### src/rtl/harmonic_accumulator.sv
// Harmonic additive-synthesis accumulator: multiplies each beat's sine by its level and
// sums the results into saturating left/right accumulators, then publishes one sample pair per frame.
module harmonic_accumulator #(
  parameter logic [7:0] MAX_HARMONICS = 8'd200,
  parameter logic [4:0] LEVEL_SHIFT   = 5'd16
) (
  input  logic               i_Clock,
  input  logic               i_Reset,
  input  logic               i_Frame_Start,
  input  logic               i_Valid,
  input  logic [7:0]         i_Harmonic,
  input  logic signed [15:0] i_Sine,
  input  logic [15:0]        i_Level,
  input  logic               i_Last,
  output logic               o_Ready,
  output logic signed [31:0] o_Sample_L,
  output logic signed [31:0] o_Sample_R,
  output logic               o_Start,
  output logic               o_Overflow,
  output logic [1:0]         o_Dbg_State
);

  // Handshake: a beat transfers on a rising edge where i_Valid && o_Ready, unless
  // i_Frame_Start is also high that cycle, in which case the beat is dropped.
  typedef enum logic [1:0] {
    IDLE   = 2'd0,
    ACCUM  = 2'd1,
    DRAIN  = 2'd2,
    OUTPUT = 2'd3
  } state_t;

  state_t state_q, state_d;
  logic   drain_cnt_q, drain_cnt_d;

  logic               s1_valid_q;
  logic               s1_route_q;
  logic signed [32:0] s1_p_q;
  logic signed [31:0] acc_l_q, acc_r_q;
  logic signed [31:0] sample_l_q, sample_r_q;
  logic               start_q;
  logic               overflow_q;

  logic               accept;
  logic               keep;
  logic signed [32:0] prod;
  logic signed [32:0] shifted;
  logic [31:0]        contrib;
  logic [31:0]        acc_sel;
  logic [32:0]        sum;
  logic [31:0]        acc_next;
  logic               sat;

  assign accept = i_Valid && o_Ready && !i_Frame_Start;
  assign keep   = (i_Harmonic < MAX_HARMONICS);
  assign prod   = $signed(33'(i_Sine)) * $signed(33'({1'b0, i_Level}));

  // State register
  always_ff @(posedge i_Clock) begin
    if (i_Reset) begin
      state_q     <= IDLE;
      drain_cnt_q <= 1'b0;
    end else begin
      state_q     <= state_d;
      drain_cnt_q <= drain_cnt_d;
    end
  end

  // Next-state logic; a frame start restarts accumulation from any state
  always_comb begin
    state_d     = state_q;
    drain_cnt_d = 1'b0;
    case (state_q)
      IDLE:   state_d = IDLE;
      ACCUM:  if (accept && i_Last) state_d = DRAIN;
      DRAIN: begin
        drain_cnt_d = 1'b1;
        if (drain_cnt_q) begin
          state_d     = OUTPUT;
          drain_cnt_d = 1'b0;
        end
      end
      OUTPUT: state_d = IDLE;
      default: state_d = IDLE;
    endcase
    if (i_Frame_Start) begin
      state_d     = ACCUM;
      drain_cnt_d = 1'b0;
    end
  end

  // Output logic
  always_comb begin
    o_Ready     = (state_q == ACCUM);
    o_Dbg_State = state_q;
  end

  // Stage 2 datapath: scaled product added to the routed accumulator, clamped at the rails
  always_comb begin
    shifted  = s1_p_q >>> LEVEL_SHIFT;
    contrib  = shifted[31:0];
    acc_sel  = s1_route_q ? acc_r_q : acc_l_q;
    sum      = {acc_sel[31], acc_sel} + {contrib[31], contrib};
    sat      = (sum[32] != sum[31]);
    acc_next = sum[31:0];
    if (sat) acc_next = sum[32] ? 32'h8000_0000 : 32'h7FFF_FFFF;
  end

  always_ff @(posedge i_Clock) begin
    if (i_Reset) begin
      s1_valid_q <= 1'b0;
      s1_route_q <= 1'b0;
      s1_p_q     <= '0;
      acc_l_q    <= '0;
      acc_r_q    <= '0;
      sample_l_q <= '0;
      sample_r_q <= '0;
      start_q    <= 1'b0;
      overflow_q <= 1'b0;
    end else begin
      // Discarded harmonics still complete the handshake but never reach stage 2
      s1_valid_q <= accept && keep;
      s1_route_q <= i_Harmonic[0];
      s1_p_q     <= prod;
      if (i_Frame_Start) begin
        acc_l_q    <= '0;
        acc_r_q    <= '0;
        overflow_q <= 1'b0;
      end else if (s1_valid_q) begin
        if (s1_route_q) acc_r_q <= acc_next;
        else            acc_l_q <= acc_next;
        if (sat) overflow_q <= 1'b1;
      end
      start_q <= (state_q == OUTPUT);
      if (state_q == OUTPUT) begin
        sample_l_q <= acc_l_q;
        sample_r_q <= acc_r_q;
      end
    end
  end

  assign o_Sample_L = sample_l_q;
  assign o_Sample_R = sample_r_q;
  assign o_Start    = start_q;
  assign o_Overflow = overflow_q;

endmodule
### config.mk
export PLATFORM = sky130hd
export DESIGN_NAME = harmonic_accumulator
export DESIGN_NICKNAME = d
export VERILOG_FILES = /design/src/rtl/harmonic_accumulator.sv
export SDC_FILE = /design/constraint.sdc
export NUM_CORES = 1
export LEC_CHECK = 0
export ABC_AREA = 0
export BUFFER_PORTS_ARGS = -buffer_cell sky130_fd_sc_hd__buf_2
export CORE_UTILIZATION = 55
export DETAILED_ROUTE_END_ITERATION = 10
export PLACE_DENSITY_LB_ADDON = 0.3
export SYNTH_ARGS = -nofsm -noshare
export SYNTH_HDL_FRONTEND = slang
export SYNTH_SLANG_ARGS = --single-unit
### constraint.sdc
create_clock -name i_Clock -period 11.95 [get_ports i_Clock]
set_input_delay 0 -clock i_Clock [delete_from_list [all_inputs] [get_ports i_Clock]]
set_output_delay 0 -clock i_Clock [all_outputs]
set_load 0.1 [all_outputs]
# Word level (Yosys, flattened, before mapping)
# Index checks and enable logic that the tools add are counted.
# word_totals
in_bits,45
elab_cells,47
output_inout_bits,69
ff_bits,168
# classes
order_cmp,1
bitwise,2
muxes,8
multipliers,1
reduce_logical,14
eq_ne,8
n_addsub,1
# op_table
cell,count
$mux W32,3
$add A32 B17 Y33,1
$mul A16 B17 Y33,1
$reduce_and A2 Y1,5
$lt A8 B8 Y1 const B,1
$pmux W2 S3,1
$eq A2 B2 Y1 const B,2
$logic_and A1 B1 Y1,4
$mux W2,2
$reduce_or A2 Y1,2
$ne A3 B2 Y1 const B,1
$ne A3 B3 Y1 const B,1
$reduce_or A3 Y1,1
$eq A2 B1 Y1 const B,1
$logic_not A2 Y1,1
$mux W1,2
$ne A2 B1 Y1 const B,1
$ne A2 B2 Y1 const B,1
$not A1 Y1,2
$logic_not A1 Y1,1
$ne A1 B1 Y1,1

# Logic depth before layout (Yosys ltp)
# logic_depth
ltp_word,7
depth_mapped,24
ltp_nobuf,23

# Worst setup path before layout
# OpenSTA, ideal clock, no wires.
# synth_path
kind,input-to-reg
startpoint,in i_Sine[1]
endpoint,reg s1_p_q[23]
arrival_ns,5.447
setup_ns,0.128
slack_ns,6.375
stages,21
path_buffers,1
t_required_ns,11.822
path_cell_list,clkbuf_1 nand2_1 fa_1 fa_1 fa_1 inv_1 fa_1 fa_1 inv_1 fa_1 inv_1 ha_1 a21o_1 a21o_1 a221oi_1 o211ai_1 a211oi_1 nor2_1 o41ai_1 xor2_1 nor2_1
# synth_between
elab_chain_len,1
# synth_rtl
element,line,text
"start, declared",12,"input logic signed [15:0] i_Sine,"
$mul A16 B17 Y33,55,"assign prod = $signed(33'(i_Sine)) * $signed(33'({1'b0, i_Level}));"
"end signal, assigned",123,s1_p_q <= prod;
"end, declared",37,logic signed [32:0] s1_p_q;
# Every way passes these cells.
# A chain may end at the register's enable or synchronous reset.

# Worst setup path in the final report
# layout_path
startpoint,in i_Level[11]
endpoint,reg s1_p_q[32]
# layout_between
elab_chain_len,1
# layout_rtl
element,line,text
"start, declared",13,"input logic [15:0] i_Level,"
$mul A16 B17 Y33,55,
# Every way passes these cells.

==> metrics <==
post-DP HPWL=27800 µm; sequential share of power=roughly 16%; CTS resizes=0; Slew Limit Fails=0; Critical Path Start=i_Level[11]; Die Y=around 170 µm; final setup fails=0; yosys warns=0; Die Area=a little under 30000 µm²; DR WL/cell=approximately 17 µm; Synth top area share=about a quarter; worst-case clock buffer depth=2; Sw Ratio=between 40% and 50%; Worst Setup End Kind=flop; crit path to=s1_p_q[32]; Via density=roughly 5.6; Synth Cell Area=15700 µm²; max-cap check violation count=0; internal reg-to-reg setup slack=around 7.3 ns; GPL Wtd Cong=a little under 0.9; Tot GR Track Use=roughly 27%; initial antenna violation count=0; worst r2r dst=o_Overflow; slew margin rel.=around 18%; Min Clock Period, post-route=around 6 ns; Pre-Repair DR Iteration Count=5; reg2reg path depth=12; Crit path required time=about 12 ns; clock tree root driver cell=clkbuf_16; post-route ant nets=0; grt ovf=0; nets=about 2200; die span in x=between 150 and 200 µm; Setup Fix Bufs, Post-CTS=0; CTS tree=built; global-route wire length before repair=around 63000 µm; min-delay worst type=primary input to flop; Fmax=166 MHz; Layout area overhead=8.58%; Clk Latency, worst-skew pair=~0.43 ns; RSZ-0062 raised after global routing=no; vias in the first global route=approximately 13000; largest net degree at the start of global routing=87; Rows=a little over 60; synthesized flop and latch total=approximately 150; Worst-Margin Slew=1.23 ns; CTS Buf Count=17; cell taking the most area after synthesis=fa_1; Post-DP Area=around 16000 µm²; Worst R2R Start=s1_route_q; status=completed; switching power=approximately 0.0017 W; htree depth=4; Iter 0 DRT Violations=731; clk_skew=0.0179 ns; Via Count=12436; CP startpoint kind=primary input; Starting Density=56.4%; CP max FO=16; Crit Path Category=primary input to flop; Logic pwr share=69.5%; Arrival @ worst endpoint=approximately 6.3 ns; Top FF cell, synth=dfxtp_1; synth unique cells=slightly above 70; Filler Cells Inserted=between 2000 and 2500; IO buf count=111; Syn Nets=about 2100; Routed WL=37500 µm; Mapped Cells=roughly 1800; register area share after synthesis=slightly below 20%; final instance area=~17000 µm²; clock power share=around 15%; Worst IR Drop VDD=a little under 300 µV; Lkg Pwr=between 8 and 9 nW; synth top area cells=fa_1 25%, dfxtp_1 19%, ha_1 12%, inv_1 5.8%, and2_1 4.6%; PwrDens=~210 nW/µm²; Internal=between 0.0015 and 0.002 W; proportion of layout cells with a drive suffix above 1=around 11%; core area=about 28000 µm²; Fin. Hold Viols=0; DRC Markers=0; Syn Area/Cell=between 8 and 9 µm²; setup TNS=0 ns; CTS clk-pin slew, worst paths=~0.06 ns; count of flip-flops with a built-in enable after synthesis=0; Async SR Flop Fraction=0%; Boundary Pins=114; Final Cycle Share=50.4%; CTS Sinks=152
-- area by class of cell --
type / count / area, µm² / share of cell area, %
multi-input combinational: 1279 / 11500 / 67.0
sequential: 152 / 3040 / 17.8
inverter: 243 / 912 / 5.34
timing repair buffer: 121 / 641 / 3.75
tap: 378 / 473 / 2.77
clock buffer: 17 / 425 / 2.49
clock inverter: 14 / 143 / 0.835
antenna: 1 / 2.50 / 0.0146
-- kinds of logic after synthesis --
| family | count (synthesis) | synth area share (%) |
|---|---|---|
| AND/OR/NAND/NOR | 487 | 14.8 |
| adder cells (fa/ha/maj) | 349 | 37.0 |
| buffers and inverters | 324 | 8.07 |
| AO/OA/AOI/OAI | 306 | 12.1 |
| flip-flops | 152 | 19.3 |
| multiplexers | 97 | 6.41 |
| XOR/XNOR | 40 | 2.23 |
-- worst max-delay path, cell delays in order --
cell,delay (ns)
buf_2,0.32
nand2_1,0.14
fa_1,0.54
fa_1,0.52
fa_1,0.52
inv_1,0.05
fa_1,0.51
fa_1,0.49
inv_1,0.05
fa_1,0.48
inv_1,0.04
ha_1,0.30
a21o_1,0.17
a21o_1,0.16
a221oi_1,0.40
o211ai_1,0.30
a21oi_1,0.44
nor2_1,0.10
o31a_1,0.32
xnor2_1,0.33
nor2_1,0.08
-- what timing repair did --
action,in CTS,in global routing
setup endpoints to repair,0,0
hold buffers,4,0
endpoints found under the hold margin,6,0
-- metal layers --
metal  wire [µm]  vias to the layer above  track usage (%)  share of wire, %
li1            -                     5834                -                 -
met1       15600                     6123             34.0                42
met2       18700                      413             48.0                50
met3        2340                       66             4.03               6.2
met4         845                        0             8.73               2.3
met5           0                        -                0                 0
-- stage by stage --
stage | std cells | hold WS, ns | utilization, % | power [W] | setup WS, ns
finish | 2205 | 0.0386 | 61.2 | 0.00355 | 5.93
global route | 2204 | 0.0950 | 61.2 | 0.00398 | 5.69
CTS | 2204 | 0.0437 | 61.2 | 0.00357 | 5.93
detailed placement | 2169 | 0.226 | 59.0 | 0.00303 | 5.49
global placement | 2169 | 0.215 | 59.0 | 0.00296 | 5.56
floorplan | 1755 | 0.128 | - | 0.00247 | 6.38
-- how the worst min path moves through the flow --
stage / from / endpoint / depth (start not counted) / slack (ns)
floorplan: i_Harmonic[0] / s1_route_q / 1 / 0.13
global placement: i_Harmonic[0] / s1_route_q / 2 / 0.21
detailed placement: i_Harmonic[0] / s1_route_q / 2 / 0.23
CTS: i_Last / o_Dbg_State[1] / 5 / 0.04
global route: i_Last / o_Dbg_State[1] / 5 / 0.1
finish: i_Last / o_Dbg_State[1] / 5 / 0.04
-- cell usage after synthesis, types with 10 or more instances --
| master | n |
|---|---|
| clkbuf_1 | 68 |
| a21o_1 | 21 |
| and2_1 | 116 |
| nand3_1 | 13 |
| a21oi_1 | 118 |
| inv_1 | 242 |
| a211oi_1 | 10 |
| xnor2_1 | 18 |
| mux2_2 | 31 |
| mux2i_1 | 66 |
| nor2_1 | 118 |
| nand4_1 | 11 |
| dfxtp_1 | 152 |
| nor3_1 | 11 |
| o21a_1 | 12 |
| nand2_1 | 168 |
| nand2b_1 | 14 |
| o21ai_0 | 80 |
| ha_1 | 155 |
| xor2_1 | 22 |
| fa_1 | 194 |
-- placed cells by master (no fill, tap or decap), types with 17 or more instances in the layout --
cell type,n
inv_1,242
fa_1,194
nand2_1,168
ha_1,154
dfxtp_1,152
a21oi_1,118
nor2_1,117
and2_1,115
buf_2,111
o21ai_0,80
mux2i_1,66
mux2_2,31
xor2_1,22
a21o_1,21
xnor2_1,18
clkbuf_16,17
-- power groups by stage --
stage	logic (W)	clock network [W]	registers (W)
5_1_grt	0.00287	0.000552	0.000565
3_3_place_gp	0.00239	0	0.000574
4_1_cts	0.00249	0.000527	0.000563
6_report	0.00247	0.000522	0.000563
2_1_floorplan	0.00190	0	0.000570
3_5_place_dp	0.00245	0	0.000574
-- registers in the layout, indices dropped and copies added, names as in the netlist, 2 cells and up --
signal,count
acc_l_q,32
acc_r_q,32
o_Dbg_State,2
o_Sample_L,32
o_Sample_R,32
s1_p_q,17
Power figures use the tool's default switching activity.
